**src/rtl/wb_cmd_master.sv**
```systemverilog
// ---------------------------------------------------------------------------
// wb_cmd_master
//
// Wishbone classic single-transfer initiator. Takes one read or write command
// over a valid/ready handshake, runs exactly one Wishbone cycle for it, and
// returns the read data and a status bit over a second valid/ready handshake.
// It is the host-side partner of the pixel_macro wbs_* slave port. Use it in
// the test harness and in the on-chip LA bridge.
//
// Optional feature:
//   WB_TIMEOUT_EN  when defined, a 16-bit watchdog ends a Wishbone cycle that
//                  gets no ack within TIMEOUT_CYCLES strobe cycles. That cycle
//                  reports rsp_err = 1. When undefined, the block waits for
//                  ack indefinitely and rsp_err is tied to 0.
//
// Parameters:
//   AW              address width
//   DW              data width (byte-select width is DW/8)
//   TIMEOUT_CYCLES  maximum strobe cycles without ack (1..65535), used only
//                   with WB_TIMEOUT_EN
//
// Ports:
//   wb_clk_i, wb_rst_i   clock (rising edge) and async active-high reset
//   cmd_valid/cmd_ready  command handshake; cmd_ready is high only in IDLE
//   cmd_we/adr/dat/sel   command fields (1 = write)
//   rsp_valid/rsp_ready  response handshake
//   rsp_dat, rsp_err     read data (0 for writes/timeouts), timeout flag
//   wbm_*                Wishbone classic master signals
//   busy_o               high whenever the FSM is not in IDLE
//
// All outputs are registered.
//
// FSM states:
//   state   | meaning
//   --------+--------------------------------------------------------------
//   IDLE    | cmd_ready high, waiting for cmd_valid
//   BUS     | cyc/stb asserted, waiting for ack (or timeout)
//   RESP    | rsp_valid high, holding response until rsp_ready
// ---------------------------------------------------------------------------
module wb_cmd_master #(
    parameter int AW             = 32,
    parameter int DW             = 32,
    parameter int TIMEOUT_CYCLES = 255
) (
    input  logic            wb_clk_i,
    input  logic            wb_rst_i,

    input  logic            cmd_valid,
    output logic            cmd_ready,
    input  logic            cmd_we,
    input  logic [AW-1:0]   cmd_adr,
    input  logic [DW-1:0]   cmd_dat,
    input  logic [DW/8-1:0] cmd_sel,

    output logic            rsp_valid,
    input  logic            rsp_ready,
    output logic [DW-1:0]   rsp_dat,
    output logic            rsp_err,

    output logic            wbm_cyc_o,
    output logic            wbm_stb_o,
    output logic            wbm_we_o,
    output logic [AW-1:0]   wbm_adr_o,
    output logic [DW-1:0]   wbm_dat_o,
    output logic [DW/8-1:0] wbm_sel_o,
    input  logic [DW-1:0]   wbm_dat_i,
    input  logic            wbm_ack_i,

    output logic            busy_o
);

    localparam logic [1:0] ST_IDLE = 2'd0;
    localparam logic [1:0] ST_BUS  = 2'd1;
    localparam logic [1:0] ST_RESP = 2'd2;

    logic [1:0] state;
    logic [1:0] state_nxt;

    // Single-cycle events decoded from the current state and inputs.
    logic cmd_accept;
    logic bus_ack;
    logic bus_timeout;
    logic bus_end;
    logic rsp_done;

`ifdef WB_TIMEOUT_EN
    localparam logic [15:0] TO_LAST = 16'(TIMEOUT_CYCLES - 1);

    logic [15:0] to_cnt;
`endif

    // -----------------------------------------------------------------------
    // Event decode and next state
    // -----------------------------------------------------------------------
    always_comb begin
        cmd_accept = (state == ST_IDLE) && cmd_valid;
        bus_ack    = (state == ST_BUS)  && wbm_ack_i;
        rsp_done   = (state == ST_RESP) && rsp_ready;
`ifdef WB_TIMEOUT_EN
        // If ack and the terminal count arrive together, the ack wins.
        bus_timeout = (state == ST_BUS) && !wbm_ack_i && (to_cnt == TO_LAST);
`else
        bus_timeout = 1'b0;
`endif
        bus_end = bus_ack || bus_timeout;

        state_nxt = state;
        case (state)
            ST_IDLE: if (cmd_accept) state_nxt = ST_BUS;
            ST_BUS:  if (bus_end)    state_nxt = ST_RESP;
            ST_RESP: if (rsp_done)   state_nxt = ST_IDLE;
            default:                 state_nxt = ST_IDLE;
        endcase
    end

    // -----------------------------------------------------------------------
    // State register and its registered status outputs
    // -----------------------------------------------------------------------
    always_ff @(posedge wb_clk_i or posedge wb_rst_i) begin
        if (wb_rst_i) begin
            state     <= ST_IDLE;
            cmd_ready <= 1'b1;
            busy_o    <= 1'b0;
        end else begin
            state     <= state_nxt;
            cmd_ready <= (state_nxt == ST_IDLE);
            busy_o    <= (state_nxt != ST_IDLE);
        end
    end

    // -----------------------------------------------------------------------
    // Wishbone master outputs
    // The address, data and select lines keep their last value after the
    // cycle ends. Only cyc, stb and we are cleared.
    // -----------------------------------------------------------------------
    always_ff @(posedge wb_clk_i or posedge wb_rst_i) begin
        if (wb_rst_i) begin
            wbm_cyc_o <= 1'b0;
            wbm_stb_o <= 1'b0;
            wbm_we_o  <= 1'b0;
            wbm_adr_o <= '0;
            wbm_dat_o <= '0;
            wbm_sel_o <= '0;
        end else if (cmd_accept) begin
            wbm_cyc_o <= 1'b1;
            wbm_stb_o <= 1'b1;
            wbm_we_o  <= cmd_we;
            wbm_adr_o <= cmd_adr;
            wbm_dat_o <= cmd_dat;
            wbm_sel_o <= cmd_sel;
        end else if (bus_end) begin
            wbm_cyc_o <= 1'b0;
            wbm_stb_o <= 1'b0;
            wbm_we_o  <= 1'b0;
        end
    end

    // -----------------------------------------------------------------------
    // Response channel
    // rsp_dat and rsp_err stay valid until the next transfer ends. rsp_valid
    // qualifies them.
    // -----------------------------------------------------------------------
    always_ff @(posedge wb_clk_i or posedge wb_rst_i) begin
        if (wb_rst_i) begin
            rsp_valid <= 1'b0;
            rsp_dat   <= '0;
        end else if (bus_end) begin
            rsp_valid <= 1'b1;
            // wbm_we_o still holds the direction of the transfer that is ending.
            rsp_dat   <= (bus_ack && !wbm_we_o) ? wbm_dat_i : '0;
        end else if (rsp_done) begin
            rsp_valid <= 1'b0;
        end
    end

`ifdef WB_TIMEOUT_EN
    always_ff @(posedge wb_clk_i or posedge wb_rst_i) begin
        if (wb_rst_i) begin
            rsp_err <= 1'b0;
        end else if (bus_end) begin
            rsp_err <= bus_timeout;
        end
    end

    // The counter counts strobe cycles that have no ack. It restarts on
    // every BUS entry.
    always_ff @(posedge wb_clk_i or posedge wb_rst_i) begin
        if (wb_rst_i) begin
            to_cnt <= '0;
        end else if (cmd_accept) begin
            to_cnt <= '0;
        end else if ((state == ST_BUS) && !bus_end) begin
            to_cnt <= to_cnt + 16'd1;
        end
    end
`else
    assign rsp_err = 1'b0;
`endif

endmodule
```
**config.mk**
```make
export PLATFORM = sky130hd
export DESIGN_NAME = wb_cmd_master
export DESIGN_NICKNAME = d
export VERILOG_FILES = /design/src/rtl/wb_cmd_master.sv
export SDC_FILE = /design/constraint.sdc
export NUM_CORES = 1
export LEC_CHECK = 0
export CAP_MARGIN = 20
export CORE_MARGIN = 2
export CORE_UTILIZATION = 55
export DETAILED_ROUTE_END_ITERATION = 10
export DONT_BUFFER_PORTS = 1
export PLACE_DENSITY = 0.77
export SKIP_CTS_REPAIR_TIMING = 1
export SYNTH_ARGS = -nofsm -noshare
export SYNTH_HDL_FRONTEND = slang
export SYNTH_SLANG_ARGS = --single-unit
```
**constraint.sdc**
```tcl
create_clock -name wb_clk_i -period 11.05 [get_ports wb_clk_i]
set_input_delay 2.21 -clock wb_clk_i [delete_from_list [all_inputs] [get_ports wb_clk_i]]
set_output_delay 2.21 -clock wb_clk_i [all_outputs]
set_load 0.05 [all_outputs]
```
Yosys cells after proc, flatten, opt, wreduce, memory -nomap -nowiden
Cells that the tools add are included.

storage, ports and cells
  logic and storage cells = 32
  input bits = 106
  bits in registers = 107
  output and inout bits = 107

cells by class
  equal/unequal tests = 2
  reductions and logical operators = 10
  mux-type cells = 10

operators with widths
  kind                count
  $mux 32             1
  $mux 2              3
  $pmux 2 s3          1
  $reduce_bool 2->1   3
  $mux 1              5
  $logic_and 1x1->1   4
  $logic_not 2->1     2
  $eq 2x1->1 const B  1
  $eq 2x2->1 const B  1
  $logic_not 1->1     1

Longest topological paths before layout
  depth in word-level cells = 5
  depth in mapped cells = 6
  mapped depth without buffers = 3

Worst setup path before layout
Ideal clock, no wire load.

  path kind = in2reg
  from = input port cmd_valid
  to = register wbm_dat_o[0]
  cell stages on the path = 6
  data arrival time = 3.176 ns
  buffers on the path = 3
  data required time = 10.925 ns
  slack = 7.749 ns
  setup time = 0.125 ns
  path through = nor2b_2 nor2b_4 buf_6 buf_6 buf_12 mux2_4

on the way
  word-level cells in the longest chain between the ends = 1

RTL lines
  element               RTL line  text
  from (decl)           48        input logic cmd_valid,
  $logic_and 1x1->1     96        cmd_accept = (state == ST_IDLE) && cmd_valid;
  to (signal assigned)  149       wbm_dat_o <= cmd_dat;
  to (decl)             64        output logic [DW-1:0] wbm_dat_o,

No other way between the ends.
A chain may end at the register's enable or synchronous reset.

==> impl_results.md <==
- Routed wire length: between 8000 and 9000 um
- Via count: 2,254
- Crit share post-route: approximately 32%
- Critical Path Sink Type: output pin
- WHS: a little under 0.6 ns
- Clock transition at the registers of the reported paths: 0.09 ns
- Reg2reg end: wbm_sel_o[3]$_DFFE_PP0P_
- Routed wire per std cell: 19.2 um
- HPWL Detailed: roughly 6000 um
- Max Transition Viols Final: 0
- FF/Latch Area: 0.00268 mm2
- Top-count cell post-synth: dfrtp_1
- Layout Skew: ~0.012 ns
- Total number of cells along the worst setup path: 0
- Min cycle time layout: 3.57 ns
- Main combinational cell family by area after synthesis: multiplexers
- Die ar.: roughly 0.0085 mm2
- Final hold viol count: 0
- Via density: 5.38
- Worst reg2reg setup slack: 8.93 ns
- Worst Path Arrival: 1.36 ns
- First-pass GRT wire length: 12,500 um
- Drt drc: 0
- Core Region: 0.00765 mm2
- Post-synth top area cell: dfrtp_1
- Adder-cell share of the synthesized area: 0%
- Area of the multi-input gates: 0.00145 mm2
- Pin count of the biggest net entering global routing: 69
- WP data required: 8.84 ns
- Worst min path class: register to register
- GRT Total Usage: around a fifth
- DIE WIDTH: 92.4 um
- Gpl congestion: 0.708
- Finished layout cell area: 0.00448 mm2
- Prevailing post-synth register cell: dfrtp_1
- Syn nets: 424
- Fraction of registers with async set/reset: 100%
- Synth cell count leaders: 106 x dfrtp_1, 48 x mux2_2, 35 x nand2_1
- Nets@finish: 418
- Worst slew pin tran: between 1 and 1.5 ns
- Yosys cell types: 24
- Post-synth top area share: approximately three fifths
- Status: finished, final reports clean
- Overflow after GRT: 0
- Share of post-route cells with drive strength above 1: 29.0%
- Crit Path Max Fanout: 4
- Hold Startpoint: state[1]$_DFF_PP0_
- Placed Area: 0.00430 mm2
- Hold Path Depth: 1
- Reg2Reg Depth: 4
- Die Height: 92.4 um
- Sequential area share after synthesis: roughly 62%
- YS warnings: 0
- Reg-to-Reg Start: state[1]$_DFF_PP0_
- Hold EP: state[0]$_DFF_PP0_
- Top post-synthesis cells by area: dfrtp_1 62%, mux2_2 13%, mux2_4 7.0%
- Gate Count Post-Synth: between 300 and 400
- Row count: 32
- Routed Antenna Nets: 0
- TritonCTS clock tree: yes
- Antenna diodes: 0
- CTS Root Cell: clkbuf_8
- Vias in the first global route: approximately 2,300
- PortBufs: 0
- Xor/xnor share of the synthesized area: 0%
- Synthesis-stage register bit count: 107
- Fill cells: 599
- CTS max path bufs: 2
- Mapped Avg Cell Area: 13.5 um2
- Post-synth EDFFs: 0
- FMAX: 0.280 GHz
- Clk_lat worst skew: 0.36 ns
- Area Growth Syn to Fin: 4.16%
- Setup TNS: 0 ns
- Max-Cap Viols: 0
- First drt pass iteration count: 4
- CP startpoint kind: register
- Initial Util: 56.3%
- Cts bufs inserted: 9
- Initial antenna violation count: 0
- Ports: about 210
- Initial DRC count: 64
- Clock sinks: around 110
- Critical path class: register to output pin
- Slew HR: around a third
- RSZ-0062 raised after global routing: false
- Post-synth design cell area: 0.00430 mm2
- H-tree depth: 3
- Post-synthesis mux area share: 19.5%
- Simple-Gate Fraction of Synth Area: 9.25%
- # setup viols final: 0
- Compound-gate portion of the synthesized area: under 10%
[per-stage QoR]
step | setup WS, ns | utilization [%] | instances
2_1_floorplan | 6.02 | - | 318
5_1_grt | 7.44 | 58.6 | 419
4_1_cts | 7.46 | 58.6 | 419
3_3_place_gp | 7.29 | 56.3 | 403
6_report | 7.48 | 58.6 | 419
3_5_place_dp | 7.20 | 56.3 | 403
[area by class of cell]
class / count / share of cell area, %
well taps: 102 / 2.85
repair buffers: 4 / 0.670
flip-flops and latches: 107 / 59.8
clock inverters: 7 / 1.17
inverters: 3 / 0.307
multi-input cells: 187 / 32.4
clock buffers: 9 / 2.76
[state kept, by name (all words and copies together) (netlist names)]
| register | count |
|---|---|
| wbm_dat_o | 32 |
| busy_o | 1 |
| wbm_stb_o | 1 |
| cmd_ready | 1 |
| rsp_dat | 32 |
| state | 2 |
| rsp_valid | 1 |
| wbm_sel_o | 4 |
| wbm_adr_o | 32 |
| wbm_we_o | 1 |
[cell usage in the layout (no fill, tap or decap), drive strengths merged]
cell,count
clkinvlp,1
nand2b,34
nor2b,3
or3,1
inv,5
clkbuf,9
nand2,35
o2bb2ai,1
dfrtp,106
buf,4
a21oi,4
clkinv,4
conb,1
o21a,1
nand3b,1
o21ai,35
dfstp,1
nor2,3
mux2,68
[routing by layer]
metal / up-vias / global-route usage (%) / wire length (um) / share of wire [%]
met5: - / 0 / 0 / 0
met4: 0 / 7.46 / 79 / 0.98
met3: 6 / 8.62 / 941 / 12
met2: 126 / 32.1 / 4110 / 51
met1: 1081 / 21.5 / 2900 / 36
li1: 1041 / - / - / -
[cell families after synthesis]
kind of cell / after synthesis
mux: 68
buf+inv: 24
compound gates: 41
flops: 107
simple gates: 77
other cells: 1
[worst max-delay path by stage]
stage	slack, ns	to	start
4_1_cts	7.46	wbm_cyc_o	wbm_stb_o$_DFFE_PP0P_
6_report	7.48	wbm_cyc_o	wbm_stb_o$_DFFE_PP0P_
5_1_grt	7.44	wbm_cyc_o	wbm_stb_o$_DFFE_PP0P_
2_1_floorplan	6.02	busy_o$_DFF_PP0_	wb_rst_i
3_5_place_dp	7.20	wbm_adr_o[24]$_DFFE_PP0P_	cmd_valid
3_3_place_gp	7.29	wbm_adr_o[30]$_DFFE_PP0P_	cmd_valid
Power is left out: the tool's default activity adds up to more than one toggle a clock period on the data nets, which glitch-free logic cannot reach.
